## src/rtl/corepwm_capture.sv

```systemverilog
`default_nettype none
// ============================================================================
//  Module      : corepwm_capture
//  Description : Input capture for an external PWM signal. Measures period
//                and high time in prescaled PCLK ticks, flags saturation,
//                and strobes capture_valid on every completed measurement.
//  Revision    : 1.0  initial release
// ============================================================================
module corepwm_capture #(
    parameter int APB_DWIDTH = 8
) (
    input  logic                  PCLK,
    input  logic                  PRESETN,
    input  logic                  enable,
    input  logic [APB_DWIDTH-1:0] prescale_reg,
    input  logic                  clear_ovf,
    input  logic                  pwm_in,
    output logic [APB_DWIDTH-1:0] measured_period,
    output logic [APB_DWIDTH-1:0] measured_high,
    output logic                  capture_valid,
    output logic                  overflow,
    output logic                  busy
);

    localparam logic [1:0] S_IDLE = 2'd0;
    localparam logic [1:0] S_SYNC = 2'd1;
    localparam logic [1:0] S_HIGH = 2'd2;
    localparam logic [1:0] S_LOW  = 2'd3;

    localparam logic [APB_DWIDTH-1:0] C_MAX  = '1;
    localparam logic [APB_DWIDTH-1:0] C_ZERO = '0;
    localparam logic [APB_DWIDTH-1:0] C_ONE  = {{(APB_DWIDTH-1){1'b0}}, 1'b1};

    logic                  sync1_q, sync2_q, pwm_d_q;
    logic [1:0]            state_q, state_d;
    logic [APB_DWIDTH-1:0] presc_q, presc_d;
    logic [APB_DWIDTH-1:0] per_cnt_q, per_cnt_d;
    logic [APB_DWIDTH-1:0] hi_cnt_q, hi_cnt_d;
    logic [APB_DWIDTH-1:0] period_q, period_d;
    logic [APB_DWIDTH-1:0] high_q, high_d;
    logic                  cv_q, cv_d;
    logic                  ovf_q, ovf_d;

    logic                  w_rise, w_fall, w_tick, w_run, w_sat;
    logic [APB_DWIDTH-1:0] w_per_capture;

    assign w_rise = sync2_q & ~pwm_d_q;
    assign w_fall = ~sync2_q & pwm_d_q;
    assign w_tick = (presc_q >= prescale_reg);
    assign w_run  = (state_q == S_HIGH) || (state_q == S_LOW);
    // Saturation only counts when no rise arrives to close the period.
    assign w_sat  = w_run && w_tick && (per_cnt_q == C_MAX) && !w_rise;
    // A tick landing on the closing rise is part of the finished period,
    // but the result must not wrap past all-ones.
    assign w_per_capture = (per_cnt_q == C_MAX) ? C_MAX
                         : (w_tick ? per_cnt_q + C_ONE : per_cnt_q);

    // Synchronize the asynchronous input and keep a one-cycle delayed copy.
    always_ff @(posedge PCLK or negedge PRESETN) begin
        if (!PRESETN) begin
            sync1_q <= 1'b0;
            sync2_q <= 1'b0;
            pwm_d_q <= 1'b0;
        end else begin
            sync1_q <= pwm_in;
            sync2_q <= sync1_q;
            pwm_d_q <= sync2_q;
        end
    end

    // Next-state logic: prescaler, measurement counters, FSM and results.
    always_comb begin
        state_d   = state_q;
        per_cnt_d = per_cnt_q;
        hi_cnt_d  = hi_cnt_q;
        period_d  = period_q;
        high_d    = high_q;
        cv_d      = 1'b0;
        ovf_d     = clear_ovf ? 1'b0 : ovf_q;

        if (!enable || (state_q == S_IDLE) || w_rise || w_tick) begin
            presc_d = C_ZERO;
        end else begin
            presc_d = presc_q + C_ONE;
        end

        if (!enable) begin
            state_d   = S_IDLE;
            per_cnt_d = C_ZERO;
            hi_cnt_d  = C_ZERO;
        end else begin
            case (state_q)
                S_IDLE: begin
                    state_d   = S_SYNC;
                    per_cnt_d = C_ZERO;
                    hi_cnt_d  = C_ZERO;
                end
                S_SYNC: begin
                    per_cnt_d = C_ZERO;
                    hi_cnt_d  = C_ZERO;
                    if (w_rise) begin
                        state_d = S_HIGH;
                    end
                end
                S_HIGH: begin
                    if (w_sat) begin
                        ovf_d     = 1'b1;
                        state_d   = S_SYNC;
                        per_cnt_d = C_ZERO;
                        hi_cnt_d  = C_ZERO;
                    end else begin
                        if (w_tick) begin
                            per_cnt_d = per_cnt_q + C_ONE;
                            hi_cnt_d  = hi_cnt_q + C_ONE;
                        end
                        if (w_fall) begin
                            state_d = S_LOW;
                        end
                    end
                end
                default: begin // S_LOW
                    if (w_rise) begin
                        period_d  = w_per_capture;
                        high_d    = hi_cnt_q;
                        cv_d      = 1'b1;
                        per_cnt_d = C_ZERO;
                        hi_cnt_d  = C_ZERO;
                        state_d   = S_HIGH;
                    end else if (w_sat) begin
                        ovf_d     = 1'b1;
                        state_d   = S_SYNC;
                        per_cnt_d = C_ZERO;
                        hi_cnt_d  = C_ZERO;
                    end else if (w_tick) begin
                        per_cnt_d = per_cnt_q + C_ONE;
                    end
                end
            endcase
        end
    end

    // State and result registers.
    always_ff @(posedge PCLK or negedge PRESETN) begin
        if (!PRESETN) begin
            state_q   <= S_IDLE;
            presc_q   <= C_ZERO;
            per_cnt_q <= C_ZERO;
            hi_cnt_q  <= C_ZERO;
            period_q  <= C_ZERO;
            high_q    <= C_ZERO;
            cv_q      <= 1'b0;
            ovf_q     <= 1'b0;
        end else begin
            state_q   <= state_d;
            presc_q   <= presc_d;
            per_cnt_q <= per_cnt_d;
            hi_cnt_q  <= hi_cnt_d;
            period_q  <= period_d;
            high_q    <= high_d;
            cv_q      <= cv_d;
            ovf_q     <= ovf_d;
        end
    end

    assign measured_period = period_q;
    assign measured_high   = high_q;
    assign capture_valid   = cv_q;
    assign overflow        = ovf_q;
    assign busy            = w_run;

endmodule
`default_nettype wire

```

## config.mk

```make
export PLATFORM = sky130hd
export DESIGN_NAME = corepwm_capture
export DESIGN_NICKNAME = d
export VERILOG_FILES = /design/src/rtl/corepwm_capture.sv
export SDC_FILE = /design/constraint.sdc
export NUM_CORES = 1
export LEC_CHECK = 0
export ABC_AREA = 1
export CELL_PAD_IN_SITES_DETAIL_PLACEMENT = 1
export CELL_PAD_IN_SITES_GLOBAL_PLACEMENT = 2
export CORE_MARGIN = 2
export CORE_UTILIZATION = 27
export DETAILED_ROUTE_END_ITERATION = 8
export HOLD_SLACK_MARGIN = 0.08
export PLACE_DENSITY_LB_ADDON = 0.1
export SLEW_MARGIN = 0
export SYNTH_ARGS = -nofsm -noshare
export SYNTH_HDL_FRONTEND = slang
export SYNTH_SLANG_ARGS = --single-unit
```

## constraint.sdc

```tcl
create_clock -name PCLK -period 1.55 [get_ports PCLK]
set_input_delay 0.3875 -clock PCLK [delete_from_list [all_inputs] [get_ports PCLK]]
set_output_delay 0.3875 -clock PCLK [all_outputs]
set_load 0.03 [all_outputs]
```

==> flow_summary.rst <==
.. list-table::
   :header-rows: 1

   * - Metric
     - Value
   * - Status
     - finished with violations
   * - Failing checks
     - setup timing
   * - Buffer depth of the longest clock path
     - 2
   * - Data required time of the worst path
     - 1.75 ns
   * - Minimum setup slack in the final design
     - -0.374 ns
   * - Site Rows
     - 34
   * - Number of nets in the layout
     - 396
   * - GRT overflow
     - 0
   * - DIE HEIGHT
     - 99.6 um
   * - Highest attainable clock frequency
     - 520 MHz
   * - Relative slew slack
     - 0.719
   * - Synthesized area per cell
     - 8.61 sq um
   * - Hold crit path type
     - reg -> reg
   * - Highest net fanout along the worst path
     - 4
   * - Number of enable flip-flop cells after synthesis
     - 0
   * - Setup crit end kind
     - flop
   * - Share of cells above drive strength 1
     - 0.416
   * - Wire length of the first global-routing pass
     - 11.6 mm
   * - Yosys Warn Count
     - 0
   * - Final number of max-transition violations
     - 0
   * - Clock sinks
     - 47
   * - CTS root buffer
     - clkbuf_8
   * - Most used flip-flop cell after synthesis
     - dfrtp_1
   * - Global placer's final weighted congestion
     - 0.734
   * - Detailed placement HPWL
     - 4.63 mm
   * - I/O pin total
     - 32
   * - Proportion of register bits with asynchronous set or reset after synthesis
     - 1.00
   * - Worst slew pin tran
     - 0.422 ns
   * - Filler Cells Inserted
     - 1028
   * - Total vias in the final route
     - 2199
   * - Synthesized instance count
     - 287
   * - Sequential area share after synthesis
     - 0.476
   * - Die Area
     - 9930 sq um
   * - Later-pin clock latency in the skew report
     - 0.30 ns
   * - Critical Path Start Type
     - flop
   * - Length of the first detailed-routing pass in iterations
     - 4
   * - Antenna fix cells
     - 0
   * - Worst endpoint data arrival time
     - 2.12 ns
   * - Clock-pin slew on the worst setup and hold paths
     - 0.09 ns
   * - Worst clock skew
     - 0.00712 ns
   * - Most used standard cell by instance count after synthesis
     - nand2_1
   * - GRT Overall Usage
     - 0.147
   * - Reg area
     - 1180 sq um
   * - Fin crit period
     - 1.92 ns
   * - Area of the mapped netlist
     - 2470 sq um
   * - Count of distinct cell types in the synthesized netlist
     - 30
   * - Count of antenna-violating nets left after detailed routing
     - 0
   * - 1st-iter DRT viols
     - 60
   * - Post-route fraction of the period consumed by the critical path
     - 1.24
   * - Number of remaining DRC errors
     - 0
   * - Hold slack final
     - 0.361 ns
   * - Number of buffers added on ports
     - 31
   * - RSZ-0062 raised after global routing
     - true
   * - Summed negative setup slack over all endpoints
     - -10.14 ns
   * - Synth cell count leaders
     - nand2_1, dfrtp_1, inv_1
   * - Worst-case vdd ir drop
     - 0.495 mV
   * - Leakage power total
     - 1.90 nW
   * - Share of Yosys cell area claimed by the top area cell type
     - 0.476
   * - Final hold violations
     - 0
   * - Total power density per cell area
     - 1100 nW/um^2
   * - Layout Area Growth over Synthesis
     - 59.3%
   * - Clock tree from TritonCTS
     - yes
   * - Dominant cell type by area after synthesis
     - dfrtp_1
   * - Via count of the first global-routing pass
     - 2361
   * - Total wire length
     - 7.05 mm
   * - Level count of the clock H-tree
     - 2
   * - Multi-input gate area
     - 1530 sq um
   * - Most area-consuming cells after synthesis
     - dfrtp_1, nand2_1, inv_1
   * - Max-cap check violation count
     - 0
   * - Routed via count divided by cell count
     - 4.57
   * - Setup Viol. Count Final
     - 35
   * - Effective utilization at floorplan
     - 0.280
   * - Worst reg-to-reg setup slack
     - -0.37 ns
   * - Pin count of the biggest net entering global routing
     - 21
   * - Total clock buffers created by CTS
     - 5
   * - Syn nets
     - 311
   * - Kind of critical path
     - reg -> reg
   * - X dimension of the die
     - 99.6 um
   * - Routed wire length per instance
     - 14.6 um
   * - Total of flip-flops plus latches after synthesis
     - 47
   * - Core footprint
     - 8810 sq um
   * - Number of antenna violations at the first check in global routing
     - 0
-- power by group --
group	internal [mW]	total, mW	leakage [nW]	switching, mW
Clock	0.409	0.839	0.0515	0.431
Combinational	0.681	1.86	1.24	1.17
Sequential	1.48	1.64	0.609	0.154
-- sequential cells by signal, indices dropped and copies added (netlist names) --
register         flops
capture_valid        1
hi_cnt_q             8
measured_high        8
measured_period      8
overflow             1
per_cnt_q            8
presc_q              8
pwm_d_q              1
state_q              2
sync1_q              1
sync2_q              1
-- final cells by class --
cell class              instances  share of cell area
clock buffers                   8              0.0254
inverters                      46              0.0442
multi-input cells             187               0.389
flip-flops and latches         47               0.299
well taps                     108              0.0344
repair buffers                 85               0.208
-- metrics by stage --
step | cells | worst slack [ns] | power (mW) | utilization | area (sq um)
after global placement | 455 | -0.898 | 3.43 | 0.366 | 3220
final | 481 | -0.374 | 4.33 | 0.447 | 3930
after CTS | 474 | -0.370 | 4.31 | 0.421 | 3710
after floorplan | 287 | -0.147 | 2.66 | - | 2520
after global routing | 481 | -0.482 | 4.64 | 0.447 | 3930
after detailed placement | 455 | -0.909 | 3.45 | 0.366 | 3220
-- logic make-up (layout without fill, tap and decap cells) --
kind of cell | after synthesis | after routing | share of synthesized area
xor+xnor | 13 | 13 | 0.0461
buf+inv | 54 | 139 | 0.0952
fa+ha+maj | 11 | 11 | 0.0557
flops | 47 | 47 | 0.476
simple gates | 124 | 125 | 0.233
compound gates | 38 | 38 | 0.0942
-- per-layer routing --
layer / track usage / up-vias / share of wire
met4: 0.0316 / 0 / 0.011
met1: 0.199 / 1087 / 0.47
met2: 0.245 / 26 / 0.49
met5: 0 / - / 0
li1: - / 1080 / -
met3: 0.0267 / 6 / 0.027
-- layout by cell type, fill, tap and decap left out, types with 4 or more instances in the layout --
cell             synthesis  final
clkdlybuf4s50_1          0      4
clkbuf_8                 0      7
nand2_2                  3     15
nand3_4                  0      5
nand2_1                 50     29
dlygate4sd2_1            0     25
a21oi_1                 20     16
inv_1                   43     36
nand4_1                  9      9
xor2_1                  13      8
ha_1                    11      4
nor2_1                  37     26
nand3_1                  9      5
nand2_4                  1      9
nor2_2                   1     10
buf_6                    3     13
buf_4                    0     33
dfrtp_1                 47     47
ha_4                     0      7
buf_12                   0      4
o21ai_2                  8      9
inv_2                    2      9
a21oi_2                  0      4
-- critical path, cell delays in order, from the launching register on --
cell and delay (ns):
dfrtp_1 0.43, ha_4 0.26, nand2_1 0.07, nand2_1 0.05, nor2_1 0.10, nand2_1 0.10
nand2_2 0.10, nand2_4 0.06, buf_6 0.13, nand3_4 0.10, buf_6 0.13, nand3_4 0.06
nand2_2 0.09, inv_2 0.03, nand2_1 0.06, nand2_1 0.05
-- repair_timing --
| action | CTS | global route |
|---|---|---|
| cloned | 1 | 2 |
| endpoints found under the hold margin | 13 | 0 |
| pin swaps | 33 | 17 |
| buffers inserted | 9 | 5 |
| endpoints found under the setup margin | 61 | 43 |
| hold buffers | 1 | 0 |
| resized for setup | 102 | 31 |
-- worst paths after layout --
kind	startpoint	to	cells after the start
setup / recovery	presc_q[3]	state_q[1]	15
setup reg to reg	presc_q[3]	state_q[1]	15
hold / removal	sync1_q	sync2_q	0
hold reg to reg	sync1_q	sync2_q	0
max in group asynchronous	PRESETN	hi_cnt_q[4]	3
min in group asynchronous	PRESETN	presc_q[7]	2
Note: power is estimated with default switching activity, not from simulation.
